[src/rtl/program_memory_if.sv]
// CPU read/write bus plus byte-serial loader port for program_memory.
// The master side drives requests, the slave side is the memory.
interface program_memory_if #(
    parameter int unsigned DEPTH = 128,
    parameter int unsigned LEN_W = 8
);
    localparam int unsigned AW = $clog2(DEPTH);

    logic        [AW-1:0]    Mem_Address;
    logic                    rd;
    logic                    wr;
    logic signed [15:0]      Data_Out;
    logic signed [15:0]      Mem_Data;

    logic                    ld_start;
    logic        [AW-1:0]    ld_base;
    logic        [LEN_W-1:0] ld_len;
    logic                    ld_valid;
    logic        [7:0]       ld_byte;
    logic                    ld_ready;
    logic                    ld_busy;
    logic                    ld_done;
    logic        [LEN_W-1:0] ld_count;

    modport master (
        output Mem_Address, rd, wr, Data_Out,
        output ld_start, ld_base, ld_len, ld_valid, ld_byte,
        input  Mem_Data, ld_ready, ld_busy, ld_done, ld_count
    );

    modport slave (
        input  Mem_Address, rd, wr, Data_Out,
        input  ld_start, ld_base, ld_len, ld_valid, ld_byte,
        output Mem_Data, ld_ready, ld_busy, ld_done, ld_count
    );
endinterface

[src/rtl/program_memory.sv]
// Unified instruction/data memory with a registered CPU read port and a
// byte-serial loader that holds off the CPU while a program image is written.
module program_memory #(
    parameter int unsigned DEPTH = 128,
    parameter int unsigned LEN_W = 8
) (
    input logic             clk,
    input logic             rst,
    program_memory_if.slave bus
);
    localparam int unsigned AW = $clog2(DEPTH);

    typedef enum logic [1:0] {StIdle, StHi, StLo, StDone} state_e;

    // Contents intentionally survive reset.
    logic signed [15:0]      r_mem [DEPTH];
    logic signed [15:0]      r_mem_data;

    state_e                  r_state;
    logic        [AW-1:0]    r_waddr;
    logic        [LEN_W-1:0] r_remain;
    logic        [7:0]       r_hi;
    logic        [LEN_W-1:0] r_count;

    state_e                  w_state_next;
    logic        [AW-1:0]    w_waddr_next;
    logic        [LEN_W-1:0] w_remain_next;
    logic        [7:0]       w_hi_next;
    logic        [LEN_W-1:0] w_count_next;
    logic                    w_ld_we;

    logic                    w_busy;
    logic                    w_cpu_we;
    logic                    w_cpu_re;
    logic                    w_mem_we;
    logic        [AW-1:0]    w_mem_addr;
    logic signed [15:0]      w_mem_wdata;

    assign w_busy   = (r_state != StIdle);
    assign w_cpu_we = !w_busy && bus.wr;
    assign w_cpu_re = !w_busy && bus.rd && !bus.wr;

    always_comb begin
        w_state_next  = r_state;
        w_waddr_next  = r_waddr;
        w_remain_next = r_remain;
        w_hi_next     = r_hi;
        w_count_next  = r_count;
        w_ld_we       = 1'b0;
        unique case (r_state)
            StIdle: begin
                if (bus.ld_start) begin
                    w_waddr_next  = bus.ld_base;
                    w_remain_next = bus.ld_len;
                    w_count_next  = '0;
                    w_state_next  = (bus.ld_len == '0) ? StDone : StHi;
                end
            end
            StHi: begin
                if (bus.ld_valid) begin
                    w_hi_next    = bus.ld_byte;
                    w_state_next = StLo;
                end
            end
            StLo: begin
                if (bus.ld_valid) begin
                    w_ld_we       = 1'b1;
                    w_waddr_next  = r_waddr + AW'(1);
                    w_count_next  = r_count + LEN_W'(1);
                    w_remain_next = r_remain - LEN_W'(1);
                    w_state_next  = (r_remain == LEN_W'(1)) ? StDone : StHi;
                end
            end
            StDone: begin
                w_state_next = StIdle;
            end
            default: begin
                w_state_next = StIdle;
            end
        endcase
    end

    always_ff @(posedge clk) begin
        if (rst) begin
            r_state  <= StIdle;
            r_waddr  <= '0;
            r_remain <= '0;
            r_hi     <= '0;
            r_count  <= '0;
        end else begin
            r_state  <= w_state_next;
            r_waddr  <= w_waddr_next;
            r_remain <= w_remain_next;
            r_hi     <= w_hi_next;
            r_count  <= w_count_next;
        end
    end

    // Loader and CPU writes never overlap: CPU writes are only taken when idle.
    assign w_mem_we    = (w_ld_we && !rst) || w_cpu_we;
    assign w_mem_addr  = w_ld_we ? r_waddr : bus.Mem_Address;
    assign w_mem_wdata = w_ld_we ? {r_hi, bus.ld_byte} : bus.Data_Out;

    always_ff @(posedge clk) begin
        if (w_mem_we) begin
            r_mem[w_mem_addr] <= w_mem_wdata;
        end
    end

    always_ff @(posedge clk) begin
        if (rst) begin
            r_mem_data <= '0;
        end else if (w_cpu_re) begin
            r_mem_data <= r_mem[bus.Mem_Address];
        end
    end

    assign bus.Mem_Data = r_mem_data;
    assign bus.ld_ready = (r_state == StHi) || (r_state == StLo);
    assign bus.ld_busy  = w_busy;
    assign bus.ld_done  = (r_state == StDone);
    assign bus.ld_count = r_count;
endmodule

[src/flat_wrapper.sv]
// flat-port wrapper written by rule: the top's interface ports become plain ports
module program_memory_flat 
#(
    parameter int unsigned DEPTH = 128,
    parameter int unsigned LEN_W = 8
)
  (clk, rst, bus_Mem_Address, bus_rd, bus_wr, bus_Data_Out, bus_ld_start, bus_ld_base, bus_ld_len, bus_ld_valid, bus_ld_byte, bus_Mem_Data, bus_ld_ready, bus_ld_busy, bus_ld_done, bus_ld_count);
  program_memory_if #(.DEPTH(DEPTH), .LEN_W(LEN_W)) bus_i ();
  input logic clk;
  input logic rst;
  input wire logic [$bits(bus_i.Mem_Address)-1:0] bus_Mem_Address;
  input wire logic [$bits(bus_i.rd)-1:0] bus_rd;
  input wire logic [$bits(bus_i.wr)-1:0] bus_wr;
  input wire logic [$bits(bus_i.Data_Out)-1:0] bus_Data_Out;
  input wire logic [$bits(bus_i.ld_start)-1:0] bus_ld_start;
  input wire logic [$bits(bus_i.ld_base)-1:0] bus_ld_base;
  input wire logic [$bits(bus_i.ld_len)-1:0] bus_ld_len;
  input wire logic [$bits(bus_i.ld_valid)-1:0] bus_ld_valid;
  input wire logic [$bits(bus_i.ld_byte)-1:0] bus_ld_byte;
  output wire logic [$bits(bus_i.Mem_Data)-1:0] bus_Mem_Data;
  output wire logic [$bits(bus_i.ld_ready)-1:0] bus_ld_ready;
  output wire logic [$bits(bus_i.ld_busy)-1:0] bus_ld_busy;
  output wire logic [$bits(bus_i.ld_done)-1:0] bus_ld_done;
  output wire logic [$bits(bus_i.ld_count)-1:0] bus_ld_count;
  assign bus_i.Mem_Address = bus_Mem_Address;
  assign bus_i.rd = bus_rd;
  assign bus_i.wr = bus_wr;
  assign bus_i.Data_Out = bus_Data_Out;
  assign bus_i.ld_start = bus_ld_start;
  assign bus_i.ld_base = bus_ld_base;
  assign bus_i.ld_len = bus_ld_len;
  assign bus_i.ld_valid = bus_ld_valid;
  assign bus_i.ld_byte = bus_ld_byte;
  assign bus_Mem_Data = bus_i.Mem_Data;
  assign bus_ld_ready = bus_i.ld_ready;
  assign bus_ld_busy = bus_i.ld_busy;
  assign bus_ld_done = bus_i.ld_done;
  assign bus_ld_count = bus_i.ld_count;
  program_memory #(.DEPTH(DEPTH), .LEN_W(LEN_W)) u_core (.clk(clk), .rst(rst), .bus(bus_i));
endmodule
[config.mk]
export PLATFORM = sky130hd
export DESIGN_NAME = program_memory_flat
export DESIGN_NICKNAME = d
export VERILOG_FILES = /design/src/rtl/program_memory_if.sv /design/src/rtl/program_memory.sv /design/src/flat_wrapper.sv
export SDC_FILE = /design/constraint.sdc
export NUM_CORES = 2
export LEC_CHECK = 0
export CORE_MARGIN = 2
export CORE_UTILIZATION = 63
export CTS_CLUSTER_SIZE = 16
export DETAILED_ROUTE_END_ITERATION = 6
export PLACE_DENSITY_LB_ADDON = 0.25
export SLEW_MARGIN = 10
export SYNTH_ARGS = -nofsm -noshare
export SYNTH_HDL_FRONTEND = slang
export SYNTH_SLANG_ARGS = --single-unit
[constraint.sdc]
create_clock -name clk -period 4.9 [get_ports clk]
set_input_delay 0.735 -clock clk [delete_from_list [all_inputs] [get_ports clk]]
set_output_delay 0.735 -clock clk [all_outputs]
set_load 0.1 [all_outputs]
## Word level (Yosys, flattened, before mapping)

Memory sizes are Yosys's and may differ from the RTL's. A register that Yosys moved wholly into a read port is not among the register bits.
Cells that the tools add are included.

- Flip-flop bits (word level): 33
- Bits in writable memories: 2,048
- Output and inout port bits: 27
- Logic and storage cells: 53
- Memories: 1

Memories:

| name | depth | width | read ports | clocked after Yosys merged registers in | wr ports | line | text |
|---|---|---|---|---|---|---|---|
| u_core.r_mem | 128 | 16 | 1 | 1 | 1 | program_memory.sv:16 | `logic signed [15:0] r_mem [DEPTH];` |

- $add $sub $neg: 3
- Equality and inequality tests: 7
- Mux-type cells: 21
- Reductions and logical operators: 16

Operators by type and width:

| operator | number |
|---|---|
| two-way mux 8 bit | 4 |
| case mux 8 bit (2 select lines) | 2 |
| two-way mux 7 bit | 3 |
| two-way mux 16 bit | 1 |
| case mux 7 bit (2 select lines) | 1 |
| two-way mux 2 bit | 5 |
| adder 8 x 1 -> 8 bit (second input constant) | 1 |
| == test 8 x 1 -> 1 bit (second input constant) | 1 |
| zero test 8 bit | 1 |
| case mux 2 bit (4 select lines) | 1 |
| subtractor 8 x 1 -> 8 bit (second input constant) | 1 |
| adder 7 x 1 -> 7 bit (second input constant) | 1 |
| != test 2 bit (second input constant) | 3 |
| AND reduction 3 bit | 2 |
| == test 2 bit (second input constant) | 2 |
| logical AND 1 bit | 4 |
| two-way mux 1 bit | 4 |
| nonzero test 2 bit | 2 |
| zero test 1 bit | 3 |
| == test 2 x 1 -> 1 bit (second input constant) | 1 |
| zero test 2 bit | 1 |
| logical OR 1 bit | 2 |
| AND reduction 2 bit | 1 |

## Longest topological paths before layout

- Depth after elaboration: 6
- Gate-level depth with buffers: 12
- Depth with buffers taken out: 8

## Worst setup path after synthesis

Ideal clock, no wire load.

- Path kind: input to register
- From: in bus_ld_valid
- To: mem u_core.r_mem[0][10], data pin
- Arrival time: 3.262 ns
- Required time: 4.389 ns
- Setup slack: 1.127 ns
- Stages: 6
- Buffers on the path: 3
- Cell sequence: and2_1 > clkbuf_1 > clkbuf_1 > buf_1 > nand2_1 > nand2_1

- Word-level cells in the longest chain between the ends: 3

RTL lines:

| what | line | text |
|---|---|---|
| start, declared | flat_wrapper.sv:18 | `input wire logic [$bits(bus_i.ld_valid)-1:0] bus_ld_valid;` |
| two-way mux 1 bit | program_memory.sv:66 | `if (bus.ld_valid) begin` |
| two-way mux 1 bit | program_memory.sv:50 | `unique case (r_state)` |
| two-way mux 16 bit | program_memory.sv:102 | `assign w_mem_wdata = w_ld_we ? {r_hi, bus.ld_byte} : bus.Data_Out;` |
| net u_core.w_mem_wdata[10] | program_memory.sv:37 | `logic signed [15:0] w_mem_wdata;` |
| end, declared | program_memory.sv:16 |  |

The timed path passes the listed nets, and every way through them passes these cells.

## Final worst setup path

- From: reg u_core.r_state[0]
- To: mem u_core.r_mem[63][4], enable pin

- Word-level cells in the longest chain between the ends: 6
- Elaborated cells between the ends (all ways): 10

RTL lines:

| what | line | text |
|---|---|---|
| start, declared | program_memory.sv:19 | `state_e r_state;` |
| start signal, assigned | program_memory.sv:85 | `r_state <= StIdle;` |
| start signal, assigned | program_memory.sv:91 | `r_state <= w_state_next;` |
| == test 2 bit / nonzero test 2 bit (equally long branches) | program_memory.sv:50, program_memory.sv:39 |  |
| two-way mux 1 bit / zero test 1 bit (equally long branches) | program_memory.sv:50, program_memory.sv:40 |  |
| logical AND 1 bit (on tied branches) | program_memory.sv:100, program_memory.sv:40 |  |
| logical OR 1 bit | program_memory.sv:100 | `assign w_mem_we = (w_ld_we && !rst) \|\| w_cpu_we;` |
| two-way mux 1 bit | program_memory.sv:105 | `if (w_mem_we) begin` |
| two-way mux 1 bit (implied by the code) | program_memory.sv:106 | `r_mem[w_mem_addr] <= w_mem_wdata;` |

Parallel ways exist; a longest one is shown, timed or not.

==> impl_metrics.ini <==
[clocking]
postCtsHoldBufs = 0
cts_buffers = 197
cts_resized = 0
postCtsSetupBuffers = 0
clk-insertion-delay-late_ps = 840
cts_tree = yes
h-tree-depth = 4
cts_buffer_depth = 3
clock_sinks = 2097
cts-root-buf = clkbuf_16
clk_pin_slew_ps = 70

[global_route]
grt_max_degree = 129
grt_util_all_layers_pct = 33.81
grt_pass1_vias = 42548
grt_pass1_wl_um = 311700
grt_overflow = 0
antenna_found_initial = 12

[floorplan]
rows = 131
dieArea_mm2 = 0.1323
start_util_pct = 63.69
die_y_um = 363.7
pin_count = 79
fp.coreArea_mm2 = 0.1280
die_w_um = 363.7

[timing]
drv_slew = 0
setup_viol = 0
rsz0062_at_grt = false
tns_ps = 0
timing.fmax_mhz = 260.6
relSlewSlack_pct = 13.16
worst_pin_slew_ps = 1286
period_share_pct = 78.30
hold_slack_ps = 461.2
clock_skew_ps = 33.95
period_needed_ps = 3837
hold_viol = 0

[route]
viasPerCell = 7.009
dr.pass1.iters = 6
drcViolationCount = 0
post_drt_wl_per_cell_um = 35.54
drtIter0Drc = 7039
vias = 43478
wl_um = 220400
drtAntennaViolNets = 0

[yosys]
synth_compound_area_share_pct = 3.528
synth_xor_area_share_pct = 0.08594
synth-seq-cells = 2097
syn_inst = 3950
ys.flop_type = edfxtp_1
yosys-top-cells-area = edfxtp_1 (75%), mux4_2 (12%), mux2i_1 (2.7%), dfxtp_1 (1.2%), a22oi_1 (0.95%)
synth_edf_count = 2048
ys_warn_count = 0
synth.distinct_cells = 62
yosysSeqAreaShare_pct = 76.63
synth_area_mm2 = 0.08153
async_reset_ff_share_pct = 0
synthSimpleGateAreaFrac_pct = 2.716
synth_area_leader_cell = edfxtp_1
synthAdderAreaFrac_pct = 0.1228
netlist.area_leader.share_pct = 75.43
post_synth.cell_area_avg_um2 = 20.64
synth.area.mux_share_pct = 15.28
synth_nets = 4010
synth_top_family_by_area = multiplexers

[final_layout]
fin_util_pct = 72.07
fin_cells = 6203
fin_nets = 4359
postLayoutCellArea_mm2 = 0.09226
multi_input_area_mm2 = 0.01788
ff_latch_area_mm2 = 0.06248
fillCellCount = 7171
drive_gt1_share_pct = 23.70
syn_to_final_growth_pct = 13.17

[placement]
placed_cells = 5829
placed_area_mm2 = 0.08595
port-buffer-count = 78
gp_congestion = 0.9582
hpwl_um = 134800

[critical_path]
end_kind = flop
crit_path_top_delay_cell = o21ai_1
critPathMostFrequentCell = buf_4
worstSetupStartpointType = flop
path_cells = inv_1 -> ha_1 -> nand2_1 -> o21ai_1 -> nand3_1 -> buf_4 -> nor2_1 -> buf_4
path_max_fanout = 13
critical-path-top-delay-family = simple AND/OR/NAND/NOR gates
critPathArrivalTime_ps = 4350
worst_ep_required_time_ps = 5410
path_buf_inv = 3
critPathKind = reg -> reg
slowest_delay_ps = 640

[min_path]
hold_path.class = reg -> reg

[pwr]
leakagePower_nw = 29.67
peakVddDrop_v = 0.0004021
power_density_mw_per_mm2 = 429.8

[job]
maxCapViolCount = 0

[outcome]
status = finished, final reports clean
-- flip-flops by register name, indices dropped and copies added, names as in the netlist --
signal	cells
u_core.r_mem	2048
u_core.bus.Mem_Data	16
u_core.bus.ld_count	8
u_core.r_hi	8
u_core.r_remain	8
u_core.r_waddr	7
u_core.r_state	2
-- placed cells by master (no fill, tap or decap), types with 73 or more instances in the layout --
cell and n:
a22oi_1 103, clkbuf_16 199, nand2_1 153, mux2i_1 223, buf_4 251, clkdlybuf4s50_1 73
a21oi_1 87, edfxtp_1 2048, mux4_2 442, nor2_1 196
-- layout make-up --
cell class / instances / share of cell area, %
multi-input combinational: 1629 / 19.38
tap: 1729 / 2.345
antenna: 6 / 0.01627
clock inverter: 132 / 1.282
clock buffer: 236 / 5.548
timing repair buffer: 364 / 3.670
inverter: 10 / 0.04068
sequential: 2097 / 67.72
-- Yosys cell counts, types with 10 or more instances --
master / instances
a211oi_1: 24
a21oi_1: 87
a221oi_1: 24
a22o_1: 18
a22oi_1: 103
a31oi_1: 12
buf_1: 18
buf_2: 51
buf_4: 26
buf_6: 38
clkbuf_1: 78
dfxtp_1: 49
edfxtp_1: 2048
inv_1: 10
mux2_2: 24
mux2i_1: 223
mux4_2: 442
nand2_1: 169
nand2b_1: 15
nand3_1: 44
nand3b_1: 14
nand4_1: 10
nor2_1: 198
nor2b_1: 16
nor3_1: 12
o211ai_1: 11
o21ai_0: 49
o221ai_1: 17
o22ai_1: 17
-- worst reg2reg max path, stage by stage, from the launching register on --
cell and delay [ps]:
dfxtp_1 330, inv_1 100, ha_1 560, nand2_1 290
o21ai_1 640, nand3_1 610, buf_4 410, nor2_1 300
buf_4 290
-- where the power goes --
group / switching, mW / total (mW) / internal, mW
Clock: 6.58 / 15.0 / 8.37
Sequential: 0.235 / 20.7 / 20.5
Combinational: 2.91 / 3.99 / 1.07
-- path summary, 6_finish.rpt --
kind                                            end  slack (ps)         startpoint  depth (start not counted)
worst min-delay path                 u_core.r_hi[3]         460     u_core.r_hi[3]                          2
worst max-delay path            u_core.r_mem[63][4]        1060  u_core.r_state[0]                          8
worst min register to register       u_core.r_hi[3]         460     u_core.r_hi[3]                          2
worst max register to register  u_core.r_mem[63][4]        1060  u_core.r_state[0]                          8
-- cell families (layout without fill, tap and decap cells) --
| family | count (synthesis) | in the layout |
|---|---|---|
| multiplexers | 689 | 689 |
| flip-flops | 2097 | 2097 |
| AO/OA/AOI/OAI | 416 | 416 |
| buffers and inverters | 224 | 742 |
| AND/OR/NAND/NOR | 508 | 508 |
| adder cells (fa/ha/maj) | 8 | 8 |
| other | 0 | 6 |
| XOR/XNOR | 8 | 8 |
-- through the flow --
stage | total power [mW] | setup WS [ps]
after floorplan | 23.25 | 1127
after global placement | 24.85 | 692.4
after detailed placement | 24.94 | 580.5
after CTS | 39.62 | 1163
after global routing | 40.55 | 914.1
final | 39.66 | 1063
-- metal layers --
| layer | global-route usage (%) | up-vias | part of all wire [%] |
|---|---|---|---|
| met3 | 11.07 | 640 | 14 |
| met1 | 46.15 | 22312 | 35 |
| met4 | 16.09 | 16 | 5.4 |
| met2 | 50.14 | 3354 | 46 |
| met5 | 0 | - | 0.064 |
| li1 | - | 17156 | - |
Note: power is estimated with default switching activity, not from simulation.
